--- config.mk ---
export PLATFORM = sky130hd
export DESIGN_NAME = multichannel_lockin
export DESIGN_NICKNAME = d
export VERILOG_FILES = /design/src/rtl/multichannel_lockin.sv
export SDC_FILE = /design/constraint.sdc
export NUM_CORES = 2
export LEC_CHECK = 0
export CAP_MARGIN = 20
export CORE_UTILIZATION = 49
export DETAILED_ROUTE_END_ITERATION = 16
export PLACE_DENSITY = 0.72
export SYNTH_ARGS = -nofsm -noshare
export SYNTH_HDL_FRONTEND = slang
export SYNTH_SLANG_ARGS = --single-unit
--- constraint.sdc ---
create_clock -name clk_i -period 8.2 [get_ports clk_i]
set_input_delay 0.82 -clock clk_i [delete_from_list [all_inputs] [get_ports clk_i]]
set_output_delay 0.82 -clock clk_i [all_outputs]
set_load 0.01 [all_outputs]
--- src/rtl/multichannel_lockin.sv ---
// N-channel lock-in demodulator: one shared multiplier walks every channel against sin/cos,
// integrates over 2^DECIM_LOG2 samples and dumps saturated, scaled X/Y per channel.
//   state   | meaning
//   IDLE    | waiting for tick_i
//   MAC     | 2*NUM_CH multiply steps, products accumulated one cycle later
//   DRAIN   | last product accumulated, decide dump or next sample
//   DUMP    | scale/saturate accumulators to x_o/y_o, clear block state
module multichannel_lockin #(
    parameter int NUM_CH     = 4,
    parameter int NUM_BITS   = 24,
    parameter int DECIM_LOG2 = 7
) (
    input  logic                       clk_i,
    input  logic                       reset_i,
    input  logic                       tick_i,
    input  logic [NUM_CH*NUM_BITS-1:0] sig_i,
    input  logic [NUM_BITS-1:0]        sin_i,
    input  logic [NUM_BITS-1:0]        cos_i,
    output logic [NUM_CH*NUM_BITS-1:0] x_o,
    output logic [NUM_CH*NUM_BITS-1:0] y_o,
    output logic                       done_o,
    output logic                       busy_o,
    output logic                       drop_o,
    output logic [31:0]                count_o
);

    localparam int ACC_BITS  = 2*NUM_BITS + DECIM_LOG2 + 1;
    localparam int OUT_SHIFT = NUM_BITS - 1 + DECIM_LOG2;
    localparam int PROD_BITS = 2*NUM_BITS;
    localparam int STEPS     = 2*NUM_CH;
    localparam int STEP_W    = $clog2(STEPS);
    localparam int CH_W      = (NUM_CH > 1) ? $clog2(NUM_CH) : 1;
    localparam int CNT_W     = (DECIM_LOG2 > 0) ? DECIM_LOG2 : 1;

    localparam logic [STEP_W-1:0] STEP_LAST = STEP_W'(STEPS - 1);
    localparam logic [CNT_W-1:0]  SAMP_LAST = CNT_W'((1 << DECIM_LOG2) - 1);
    localparam logic signed [ACC_BITS-1:0] SAT_MAX =
        {{(ACC_BITS-NUM_BITS+1){1'b0}}, {(NUM_BITS-1){1'b1}}};
    localparam logic signed [ACC_BITS-1:0] SAT_MIN =
        {{(ACC_BITS-NUM_BITS+1){1'b1}}, {(NUM_BITS-1){1'b0}}};

    typedef enum logic [1:0] {S_IDLE, S_MAC, S_DRAIN, S_DUMP} state_t;

    state_t state_q, state_d;
    logic   load, drop_set;

    logic signed [NUM_BITS-1:0]  sig_q [NUM_CH];
    logic signed [NUM_BITS-1:0]  sin_q, cos_q;
    logic [STEP_W-1:0]           step_q;
    logic [CNT_W-1:0]            samp_cnt_q;
    logic signed [PROD_BITS-1:0] prod_q;
    logic [CH_W-1:0]             prod_ch_q;
    logic                        prod_is_y_q;
    logic                        prod_vld_q;
    logic signed [ACC_BITS-1:0]  acc_x [NUM_CH];
    logic signed [ACC_BITS-1:0]  acc_y [NUM_CH];

    logic [CH_W-1:0]             mul_ch;
    logic signed [NUM_BITS-1:0]  mul_a, mul_b;
    logic signed [PROD_BITS-1:0] mul_p;
    logic signed [ACC_BITS-1:0]  prod_ext;

    function automatic logic [NUM_BITS-1:0] sat(input logic signed [ACC_BITS-1:0] a);
        logic signed [ACC_BITS-1:0] s;
        s = a >>> OUT_SHIFT;
        if (s > SAT_MAX)
            return SAT_MAX[NUM_BITS-1:0];
        else if (s < SAT_MIN)
            return SAT_MIN[NUM_BITS-1:0];
        else
            return s[NUM_BITS-1:0];
    endfunction

    assign mul_ch   = CH_W'(step_q >> 1);
    assign mul_a    = sig_q[mul_ch];
    assign mul_b    = step_q[0] ? cos_q : sin_q;
    assign mul_p    = mul_a * mul_b;
    assign prod_ext = {{(ACC_BITS-PROD_BITS){prod_q[PROD_BITS-1]}}, prod_q};
    assign busy_o   = (state_q != S_IDLE);

    always_ff @(posedge clk_i) begin
        if (reset_i)
            state_q <= S_IDLE;
        else
            state_q <= state_d;
    end

    // A tick landing on the cycle the FSM would return to IDLE starts the next sample directly.
    always_comb begin
        state_d  = state_q;
        load     = 1'b0;
        drop_set = 1'b0;
        case (state_q)
            S_IDLE: begin
                if (tick_i) begin
                    load    = 1'b1;
                    state_d = S_MAC;
                end
            end
            S_MAC: begin
                drop_set = tick_i;
                if (step_q == STEP_LAST)
                    state_d = S_DRAIN;
            end
            S_DRAIN: begin
                if (samp_cnt_q == SAMP_LAST) begin
                    drop_set = tick_i;
                    state_d  = S_DUMP;
                end else if (tick_i) begin
                    load    = 1'b1;
                    state_d = S_MAC;
                end else begin
                    state_d = S_IDLE;
                end
            end
            S_DUMP: begin
                if (tick_i) begin
                    load    = 1'b1;
                    state_d = S_MAC;
                end else begin
                    state_d = S_IDLE;
                end
            end
            default: state_d = S_IDLE;
        endcase
    end

    always_ff @(posedge clk_i) begin
        if (reset_i) begin
            for (int k = 0; k < NUM_CH; k++) begin
                sig_q[k] <= '0;
                acc_x[k] <= '0;
                acc_y[k] <= '0;
            end
            sin_q       <= '0;
            cos_q       <= '0;
            step_q      <= '0;
            samp_cnt_q  <= '0;
            prod_q      <= '0;
            prod_ch_q   <= '0;
            prod_is_y_q <= 1'b0;
            prod_vld_q  <= 1'b0;
            x_o         <= '0;
            y_o         <= '0;
            done_o      <= 1'b0;
            drop_o      <= 1'b0;
            count_o     <= '0;
        end else begin
            done_o     <= 1'b0;
            prod_vld_q <= (state_q == S_MAC);

            if (load) begin
                for (int k = 0; k < NUM_CH; k++)
                    sig_q[k] <= sig_i[k*NUM_BITS +: NUM_BITS];
                sin_q  <= sin_i;
                cos_q  <= cos_i;
                step_q <= '0;
            end else if (state_q == S_MAC) begin
                step_q <= step_q + 1'b1;
            end

            if (state_q == S_MAC) begin
                prod_q      <= mul_p;
                prod_ch_q   <= mul_ch;
                prod_is_y_q <= step_q[0];
            end

            if (prod_vld_q) begin
                if (prod_is_y_q)
                    acc_y[prod_ch_q] <= acc_y[prod_ch_q] + prod_ext;
                else
                    acc_x[prod_ch_q] <= acc_x[prod_ch_q] + prod_ext;
            end

            if (state_q == S_DRAIN && samp_cnt_q != SAMP_LAST)
                samp_cnt_q <= samp_cnt_q + 1'b1;

            if (state_q == S_DUMP) begin
                for (int k = 0; k < NUM_CH; k++) begin
                    x_o[k*NUM_BITS +: NUM_BITS] <= sat(acc_x[k]);
                    y_o[k*NUM_BITS +: NUM_BITS] <= sat(acc_y[k]);
                    acc_x[k] <= '0;
                    acc_y[k] <= '0;
                end
                samp_cnt_q <= '0;
                count_o    <= count_o + 32'd1;
                done_o     <= 1'b1;
            end

            if (drop_set)
                drop_o <= 1'b1;
        end
    end

endmodule

==> qor.txt <==
STATUS
--------------------------------------------------------------------------------
Result of the run                                                   complete, but fails checks
Violations in the final reports                                     design-rule violations

CRITICAL PATH
--------------------------------------------------------------------------------
Endpoint arrival time on the critical path                               8460 ps
Worst Path Max Fanout                                                         11
Top cell by count, worst path                                       sky130_fd_sc_hd__fa_1
Critical path endpoint category                                         register
Worst path slowest cell                                             sky130_fd_sc_hd__fa_1
Nature of the critical path startpoint                                  register
Required time at the endpoint of the critical path                       8740 ps
Kind of cell with the highest combined delay on the critical path    adder cells
WP buf/inv                                                                     7
Biggest cell delay along the critical path                                600 ps
Critical setup path kind                                                 reg2reg

YOSYS
--------------------------------------------------------------------------------
Asr flop ratio synth                                                          0%
Synthesis Warnings                                                             0
Number of enable flip-flop cells after synthesis                             544
Post-Syn Area per Cell                                                 10.21 um2
Dominant synthesized flop cell                                      sky130_fd_sc_hd__edfxtp_1
Synth Register Bits                                                          886
Post-synthesis cell count                                                   6000
Top post-synthesis cells by area                                    sky130_fd_sc_hd__edfxtp_1 27%, sky130_fd_sc_hd__fa_1 20%, sky130_fd_sc_hd__dfxtp_1 11%
Post-Synthesis Net Count                                                    7009
Post-synthesis cell type with the largest combined area             sky130_fd_sc_hd__edfxtp_1
Simple-gate share of the synthesized area                                 14.08%
Mux cell area share after synthesis                                       6.361%
Sequential fraction of the synthesis area                                 37.85%
Synthesized area                                                     0.06125 mm2
Main combinational cell family by area after synthesis               adder cells
Most instantiated cells after synthesis                             1096 x sky130_fd_sc_hd__nor2_1, 641 x sky130_fd_sc_hd__nand2_1, 640 x sky130_fd_sc_hd__inv_1
Fraction of the mapped netlist area in adder cells                        25.07%
Number of unique standard cell types used by synthesis                        76
Most frequently used cell type in the post-synthesis netlist        sky130_fd_sc_hd__nor2_1
Compound-Gate Fraction of Synth Area                                      8.286%
Xor/xnor cell area share of the yosys netlist                             2.629%
Share of the synthesized area in the top cell type                        26.67%

FLOORPLAN
--------------------------------------------------------------------------------
Starting Density                                                          49.47%
Number of top-level pins                                                     374
Die H                                                                   355.5 um
Total number of placement rows                                               129
Placeable Area                                                        0.1238 mm2
Total Die Area                                                        0.1264 mm2
Die outline width                                                       355.5 um

CLOCK NETWORK
--------------------------------------------------------------------------------
Clock root buffer                                                   sky130_fd_sc_hd__clkbuf_16
Number of sinks driven by the clock tree                                     886
Insertion delay of the later-clocked pin in the worst-skew pair           760 ps
H-tree levels                                                                  3
Maximum number of buffers from clock root to sink                              3
TritonCTS clock tree                                                         yes
TritonCTS buffer count                                                        94
Reg clk slew, reported paths                                               60 ps

LAYOUT
--------------------------------------------------------------------------------
FF+latch area                                                        0.02320 mm2
Layout area overhead                                                      16.78%
Final-layout fill cell count                                               10254
Count of nets after finishing                                               7406
Final non-filler cell total                                                 8116
Multi-input logic area                                               0.03496 mm2
Fraction of final layout cells sized beyond drive strength 1              9.665%

ROUTING
--------------------------------------------------------------------------------
Initial detailed-routing violation count                                    4798
Average routed wire per standard cell                                   22.74 um
First drt pass iteration count                                                11
Vias after detailed routing                                                46620
Post-DRT Antenna Nets                                                          0
Overall routed net length                                               184.6 mm
DRC errors left                                                               62
Ratio of routed vias to standard cells                                     5.744

GRT
--------------------------------------------------------------------------------
Global-route wire length before repair                                  282.7 mm
GRT Resource Usage Total                                                  29.43%
Vias in the first global route                                             47394
Maximum number of pins on one net before global-route repair                  93
Gr ovfl total                                                                  0
Number of antenna violations at the first check in global routing              3

PWR
--------------------------------------------------------------------------------
Internal Dissipation                                                    16.01 mW
Power share of the sequential group                                        19.4%
Areal power density over the cells                                  419.1 mW/mm2
Net switching power                                                     13.97 mW
Logic gate share of total power                                            65.6%
Peak VDD IR                                                            0.5567 mV
Sw frac                                                                   46.61%
Power share of the clock group                                             14.9%
Leakage power total                                                     30.02 nW

TIMING
--------------------------------------------------------------------------------
Number of pins exceeding their max-slew limit in the final report              0
Clock Skew                                                              84.10 ps
Final Hold Violating Endpoints                                                 0
Transition time at the pin with the least slew margin                    1167 ps
Final worst path period share                                             96.65%
Final hold slack                                                        449.2 ps
Highest clock rate                                                    0.1262 GHz
Setup violation total in the final timing report                               0
Max-slew headroom at the worst pin                                        22.19%
Fin worst setup slack                                                   275.0 ps
Total Negative Setup Slacks                                                 0 ps
Final Critical Period                                                    7925 ps

PLACED DESIGN
--------------------------------------------------------------------------------
Worst Setup Slack post-DPL                                             -138.0 ps
Placed instance count                                                       7909
Final RePlAce weighted congestion                                         0.9691
Buffers added on ports                                                       373
HPWL Detailed                                                           135.1 mm

RUN
--------------------------------------------------------------------------------
Max-Cap Viols                                                                  0

MIN PATH
--------------------------------------------------------------------------------
Worst hold path startpoint                                                drop_o
Class of the most critical hold timing path                              reg2reg

==> power groups by stage <==
stage	registers [mW]	clock network (mW)	logic, mW
global route	5.86	4.68	21.8
global placement	5.90	0	18.5
CTS	5.82	4.52	19.1
floorplan	5.70	0	12.5
finish	5.83	4.47	19.7
detailed placement	5.90	0	18.8
==> worst reg2reg max path, delay by kind of cell, from the launching register on <==
family | cells | cell delay, ps
flops | 1 | 380
buf+inv | 7 | 840
simple gates | 5 | 940
compound gates | 6 | 990
xor+xnor | 1 | 120
fa+ha+maj | 8 | 3940
mux | 2 | 520
==> placed cells by master, fill, tap and decap left out, types with 32 or more instances in the layout <==
| master | n |
|---|---|
| sky130_fd_sc_hd__a21o_1 | 94 |
| sky130_fd_sc_hd__a21oi_1 | 176 |
| sky130_fd_sc_hd__a22o_1 | 48 |
| sky130_fd_sc_hd__and2_1 | 111 |
| sky130_fd_sc_hd__buf_4 | 187 |
| sky130_fd_sc_hd__clkbuf_16 | 96 |
| sky130_fd_sc_hd__clkdlybuf4s50_1 | 372 |
| sky130_fd_sc_hd__dfxtp_1 | 337 |
| sky130_fd_sc_hd__edfxtp_1 | 544 |
| sky130_fd_sc_hd__fa_1 | 601 |
| sky130_fd_sc_hd__ha_1 | 246 |
| sky130_fd_sc_hd__inv_1 | 635 |
| sky130_fd_sc_hd__mux2_2 | 36 |
| sky130_fd_sc_hd__mux2i_1 | 84 |
| sky130_fd_sc_hd__mux4_2 | 112 |
| sky130_fd_sc_hd__nand2_1 | 631 |
| sky130_fd_sc_hd__nand2b_1 | 34 |
| sky130_fd_sc_hd__nand3_1 | 35 |
| sky130_fd_sc_hd__nor2_1 | 1094 |
| sky130_fd_sc_hd__o21a_1 | 32 |
| sky130_fd_sc_hd__o21ai_0 | 268 |
| sky130_fd_sc_hd__xnor2_1 | 101 |
| sky130_fd_sc_hd__xor2_1 | 81 |
==> metal layers <==
metal  global-route usage [%]  part of all wire, %
met1                    40.26                   40
met2                    46.27                   46
met3                    5.521                  9.8
met4                    11.82                  4.1
met5                        0               0.0070
==> final timing paths <==
path                              endpoint  slack (ps)  cells after the start
worst max-delay path            prod_q[40]         270                     29
worst min-delay path                drop_o         450                      2
worst max register to register  prod_q[40]         270                     29
worst min register to register      drop_o         450                      2
==> cells by family after synthesis <==
| group | Yosys count |
|---|---|
| mux | 244 |
| fa+ha+maj | 862 |
| flops | 886 |
| simple gates | 2079 |
| xor+xnor | 183 |
| buf+inv | 934 |
| compound gates | 812 |
==> sequential cells by signal, summed over array words and instances (netlist names), named ones only <==
| signal | cells |
|---|---|
| x_o | 96 |
| y_o | 96 |
| state_q | 2 |
| prod_q | 48 |
| cos_q | 24 |
| drop_o | 1 |
| done_o | 1 |
| count_o | 32 |
| samp_cnt_q | 7 |
| prod_is_y_q | 1 |
| prod_vld_q | 1 |
| acc_y | 224 |
| sig_q | 96 |
| prod_ch_q | 2 |
| acc_x | 224 |
| sin_q | 24 |
| step_q | 3 |
==> metrics by stage <==
stage	util, %	power (mW)	cell area (um2)
finish	57.77	29.98	71520
detailed placement	54.63	24.70	67630
global route	57.77	32.32	71520
CTS	57.26	29.39	70880
floorplan	-	18.18	61250
global placement	54.63	24.43	67630
==> repair_timing <==
| item | CTS | global route |
|---|---|---|
| setup buffers | 1 | 24 |
| hold endpoints to repair | 0 | 0 |
| hold buffers | 0 | 0 |
| endpoints found under the setup margin | 4 | 20 |
| gates resized for setup | 7 | 96 |
| pin swaps | 4 | 26 |
| gates cloned | 0 | 2 |
==> cell type report <==
class,count,area share [%]
Antenna cell,2,0.006998
Sequential cell,886,32.44
Tap cell,1637,2.864
Inverter,643,3.387
Timing Repair Buffer,592,7.904
Clock inverter,58,0.9989
Multi-Input combinational cell,4180,48.89
Clock buffer,118,3.515
(Power assumes the default switching activity.)
